**src/rtl/round_robin_arbiter_variable_time_slice.sv**
```systemverilog
// Four-requester round-robin arbiter with a per-requester time slice.
// The current winner keeps the shared resource while it keeps requesting,
// for at most its own slice length. After that, priority rotates to the
// next requester. The grant is registered and one-hot (or all-zero).
// Handover on release or expiry happens at a single edge, so there is no
// idle bubble between two owners.
module round_robin_arbiter_variable_time_slice #(
    parameter int SLICE_W = 4,
    parameter int SLICE_0 = 1,
    parameter int SLICE_1 = 2,
    parameter int SLICE_2 = 3,
    parameter int SLICE_3 = 4
) (
    input  logic       clk,
    input  logic       rst_n,   // active-high synchronous reset despite the name
    input  logic [3:0] REQ,
    output logic [3:0] GNT
);

    // Registered arbiter state: current grant, next search start, slice budget.
    logic [3:0]         gnt_q;
    logic [1:0]         ptr_q;
    logic [SLICE_W-1:0] cnt_q;

    logic [3:0]         gnt_d;
    logic [1:0]         ptr_d;
    logic [SLICE_W-1:0] cnt_d;

    // Combinational decision helpers.
    logic [1:0]         cur_idx;
    logic               do_search;
    logic [1:0]         search_start;
    logic [2:0]         search_hit;   // {found, index}

    // Counter reload value for a requester. cnt holds "cycles left minus one",
    // so a slice of N cycles loads N-1. A slice of 2^SLICE_W loads all ones.
    function automatic logic [SLICE_W-1:0] slice_load(input logic [1:0] idx);
        logic [SLICE_W-1:0] val;
        case (idx)
            2'd0:    val = SLICE_W'(SLICE_0 - 1);
            2'd1:    val = SLICE_W'(SLICE_1 - 1);
            2'd2:    val = SLICE_W'(SLICE_2 - 1);
            default: val = SLICE_W'(SLICE_3 - 1);
        endcase
        return val;
    endfunction

    // Circular priority search. It scans start, start+1, ... modulo 4 and
    // returns the first requesting index. The loop runs from the farthest
    // candidate to the nearest, so the nearest requester is written last
    // and therefore wins.
    function automatic logic [2:0] search(input logic [3:0] req,
                                          input logic [1:0] start);
        logic [2:0] hit;
        logic [1:0] idx;
        hit = 3'b000;
        for (int k = 3; k >= 0; k--) begin
            idx = start + 2'(k);
            if (req[idx]) begin
                hit = {1'b1, idx};
            end
        end
        return hit;
    endfunction

    // One-hot to index. The grant is guaranteed one-hot whenever this result is used.
    function automatic logic [1:0] encode(input logic [3:0] onehot);
        logic [1:0] idx;
        case (onehot)
            4'b0010: idx = 2'd1;
            4'b0100: idx = 2'd2;
            4'b1000: idx = 2'd3;
            default: idx = 2'd0;
        endcase
        return idx;
    endfunction

    // Index to one-hot grant vector.
    function automatic logic [3:0] decode(input logic [1:0] idx);
        return 4'b0001 << idx;
    endfunction

    // State register: reset clears everything and overrides any decision.
    always_ff @(posedge clk) begin
        if (rst_n) begin
            gnt_q <= 4'b0000;
            ptr_q <= 2'd0;
            cnt_q <= '0;
        end else begin
            gnt_q <= gnt_d;
            ptr_q <= ptr_d;
            cnt_q <= cnt_d;
        end
    end

    // Next-state decision: idle search, slice hold, or expiry/release handover.
    always_comb begin
        gnt_d        = gnt_q;
        ptr_d        = ptr_q;
        cnt_d        = cnt_q;
        cur_idx      = encode(gnt_q);
        do_search    = 1'b0;
        search_start = ptr_q;
        search_hit   = 3'b000;

        if (gnt_q == 4'b0000) begin
            // Idle: look for a requester starting at the rotating pointer.
            do_search    = 1'b1;
            search_start = ptr_q;
        end else if (REQ[cur_idx] && (cnt_q != '0)) begin
            // The owner still has budget and still requests. Other requests
            // arriving now do not preempt it.
            cnt_d = cnt_q - SLICE_W'(1);
        end else begin
            // Expiry or release. Both search past the current owner. On
            // expiry the owner may still be re-found as the last candidate.
            // On release its request bit is already low, so it cannot be
            // re-granted.
            do_search    = 1'b1;
            search_start = cur_idx + 2'd1;
        end

        if (do_search) begin
            search_hit = search(REQ, search_start);
            if (search_hit[2]) begin
                gnt_d = decode(search_hit[1:0]);
                cnt_d = slice_load(search_hit[1:0]);
                ptr_d = search_hit[1:0] + 2'd1;
            end else if (gnt_q != 4'b0000) begin
                // The owner released and nobody else requests. Go idle and
                // move the pointer past the releasing owner.
                gnt_d = 4'b0000;
                ptr_d = cur_idx + 2'd1;
            end
        end
    end

    // Output: the grant comes straight from a register, with no combinational path from REQ.
    always_comb begin
        GNT = gnt_q;
    end

endmodule

```
**config.mk**
```make
export PLATFORM = sky130hd
export DESIGN_NAME = round_robin_arbiter_variable_time_slice
export DESIGN_NICKNAME = d
export VERILOG_FILES = /design/src/rtl/round_robin_arbiter_variable_time_slice.sv
export SDC_FILE = /design/constraint.sdc
export NUM_CORES = 1
export LEC_CHECK = 0
export CAP_MARGIN = 0
export CELL_PAD_IN_SITES_DETAIL_PLACEMENT = 0
export CELL_PAD_IN_SITES_GLOBAL_PLACEMENT = 1
export CORE_ASPECT_RATIO = 1.4
export CORE_MARGIN = 5
export CORE_UTILIZATION = 43
export CTS_CLUSTER_DIAMETER = 120
export CTS_CLUSTER_SIZE = 25
export DETAILED_ROUTE_END_ITERATION = 12
export PLACE_DENSITY = 0.78
export SYNTH_ARGS = -nofsm -noshare
export SYNTH_HDL_FRONTEND = slang
export SYNTH_SLANG_ARGS = --single-unit
```
**constraint.sdc**
```tcl
create_clock -name clk -period 9.3 [get_ports clk]
set_input_delay 1.395 -clock clk [delete_from_list [all_inputs] [get_ports clk]]
set_output_delay 1.395 -clock clk [all_outputs]
set_load 0.03 [all_outputs]
```
==> metrics <==
status=finished, final reports clean; cells along the critical path=clkdlybuf4s50_1, nand3b_1, a211o_2, a31o_2, o311ai_1, o221ai_2, or2_2, ha_1, or3_1, a31oi_1, nor2_1; Antenna Nets Post-Route=0; CORE AREA=about 2000 um^2; ANT cells=0; CP peak stage delay=0.57 ns; Syn Area/Cell=7.87 um^2; Port Buf Inserts=9; DR iter-0 viols=18; synthesized flop and latch total=10; net total in the final layout=roughly 140; final setup vio count=0; drt wl/cell=15.9 um; Max Cap Viol=0; CTS root buffer=clkbuf_4; Seq/Total Area, Yosys=22.1%; gate count after technology mapping=about 120; Async S/R FF share, synth=0%; Tightest Pin Transition=0.977 ns; crit start category=primary input; Mapped Area=905 um^2; HPWL after DPL=1760 um; CP top delay family=compound AO/OA/AOI/OAI gates; CP max FO=6; Max Clk Rate=~240 MHz; Area growth, synth to finish=13.1%; synthesis warning total=0; leak pwr=0.374 nW; post-synth top area cell=dfxtp_1; Hold Buf Count CTS=0; Tmin final=4.22 ns; detailed-route via count=899; Die H=64.3 um; Synth top area share=22.1%; CP Class=primary input to flop; vias per cell=6.29; Remaining Overflow, GRT=0; Final period util=around 45%; Max Slew Vio Count=0; Main synth FF type=dfxtp_1; Worst Setup End Kind=flop; Rows=19; Syn Nets=127; clock sinks=10; Starting Density=45.3%; I/O pin count=10; Clk Latency, worst-skew pair=~0.27 ns; EDFF count, synth=0; vias in the first global route=865; post-CTS sizing=0; Slew HR=between 30% and 40%; post-CTS setup buffers=0; power per standard cell area=457 nW/um^2; TritonCTS clock tree=yes; Fin Setup TNS=0 ns; Synth top cells by count=10 x a21oi_1, 10 x dfxtp_1, 10 x nor2_1, 8 x nand2_1, 7 x nor3_1; largest net degree at the start of global routing=12; DP Cell Count=roughly 140; initial antenna violation count=0; Crit-path slowest cell=clkdlybuf4s50_1; share of layout cells above drive strength 1=10.7%; Synth area leaders=dfxtp_1 22%, ha_1 8.3%, a21oi_1 5.5%, nor2_1 4.1%, nor3_1 3.9%; CTS clock-pin slew for the worst setup and hold paths=0.07 ns; gpl congestion=0.842; final non-filler cell total=around 140; Fin. Hold Viols=0; worst hold path type=flop to flop; CTS Buf Count=3; Final Power=0.468 mW; peak supply drop=0.000196 V; Worst EP required=9.45 ns; die width=48.8 um; Worst EP arrival=4.36 ns; maximum root-to-sink buffer count=2; RSZ-0062 raised after global routing=no; DRC=0; final core occ=51.3%; Clock Skews=0.000972 ns; GRT Overall Usage=15.3%; Die Area=3130 um^2; routed wire length=roughly 2300 um; DRT Pass-1 Iters=4; Synth cell types=46; global-route wire length before repair=3860 um; H-tree level count=1; WP buf/inv=1
[state kept, by name, indices dropped and copies added, names as in the netlist]
name and cells:
ptr_q 2, cnt_q 4, GNT 4
[per-stage QoR]
| step | instance area, um^2 | hold slack (ns) | worst slack, ns |
|---|---|---|---|
| after detailed placement | 987 | 0.498 | 4.84 |
| after global placement | 987 | 0.482 | 4.86 |
| after CTS | 1020 | 0.531 | 5.09 |
| after global routing | 1020 | 0.570 | 4.94 |
| after floorplan | 905 | 0.467 | 5.64 |
| final | 1020 | 0.533 | 5.08 |
[logic make-up (layout without fill, tap and decap cells)]
kind of cell             Yosys count  in the layout  synth area share, %
buffers and inverters             10             17                 5.39
adder cells (fa/ha/maj)            6              6                 8.30
flip-flops                        10             10                 22.1
AND/OR/NAND/NOR                   48             48                 28.8
AO/OA/AOI/OAI                     39             39                 33.5
XOR/XNOR                           2              2                 1.94
[worst paths after layout]
| check | startpoint | endpoint | slack, ns | depth (start not counted) |
|---|---|---|---|---|
| setup / recovery | REQ[2] | cnt_q[1] | 5.08 | 11 |
| hold / removal | cnt_q[2] | cnt_q[2] | 0.53 | 2 |
| setup reg to reg | cnt_q[0] | cnt_q[1] | 5.99 | 12 |
| hold reg to reg | cnt_q[2] | cnt_q[2] | 0.53 | 2 |
[power breakdown]
part           switching (mW)  internal [mW]
combinational           0.194          0.149
sequential             0.0250         0.0608
clock                  0.0154         0.0238
total                   0.234          0.234
[final cells by class]
cell class              instances  area, um^2
clock buffers                   4        36.3
fillers                       201         973
inverters                       4        15.0
multi-input cells              95         656
flip-flops and latches         10         200
well taps                      21        26.3
repair buffers                  9        90.1
[cells in the final DEF (no fill, tap or decap), drive strengths merged, types with 2 or more instances in the layout]
cell	n
dfxtp	10
or2	3
ha	6
nor3	7
o21ai	4
clkdlybuf4s50	9
a21o	2
or3	3
a21oi	10
nor3b	2
nand2b	3
o32ai	2
xnor2	2
clkbuf	4
o211a	2
nand2	8
nor2	10
nand3	4
inv	4
o221ai	2
nand3b	4
o21a	2
o31ai	3
[worst register-to-register path, cell delays in order, from the launching register on]
cell	delay [ns]
dfxtp_1	0.33
inv_1	0.09
ha_1	0.19
or3b_1	0.48
nor3b_1	0.19
o21a_1	0.22
o311ai_1	0.35
o221ai_2	0.18
or2_2	0.34
ha_1	0.20
or3_1	0.37
a31oi_1	0.19
nor2_1	0.05
[per-layer routing]
metal	track usage (%)	vias up	wire length (um)	part of all wire, %
li1	-	451	-	-
met1	16.2	426	927	41
met2	28.3	15	1230	54
met3	2.79	7	66	2.9
met4	7.74	0	46	2.0
met5	0	-	0	0
No activity file was read; power rests on OpenSTA's default activity.
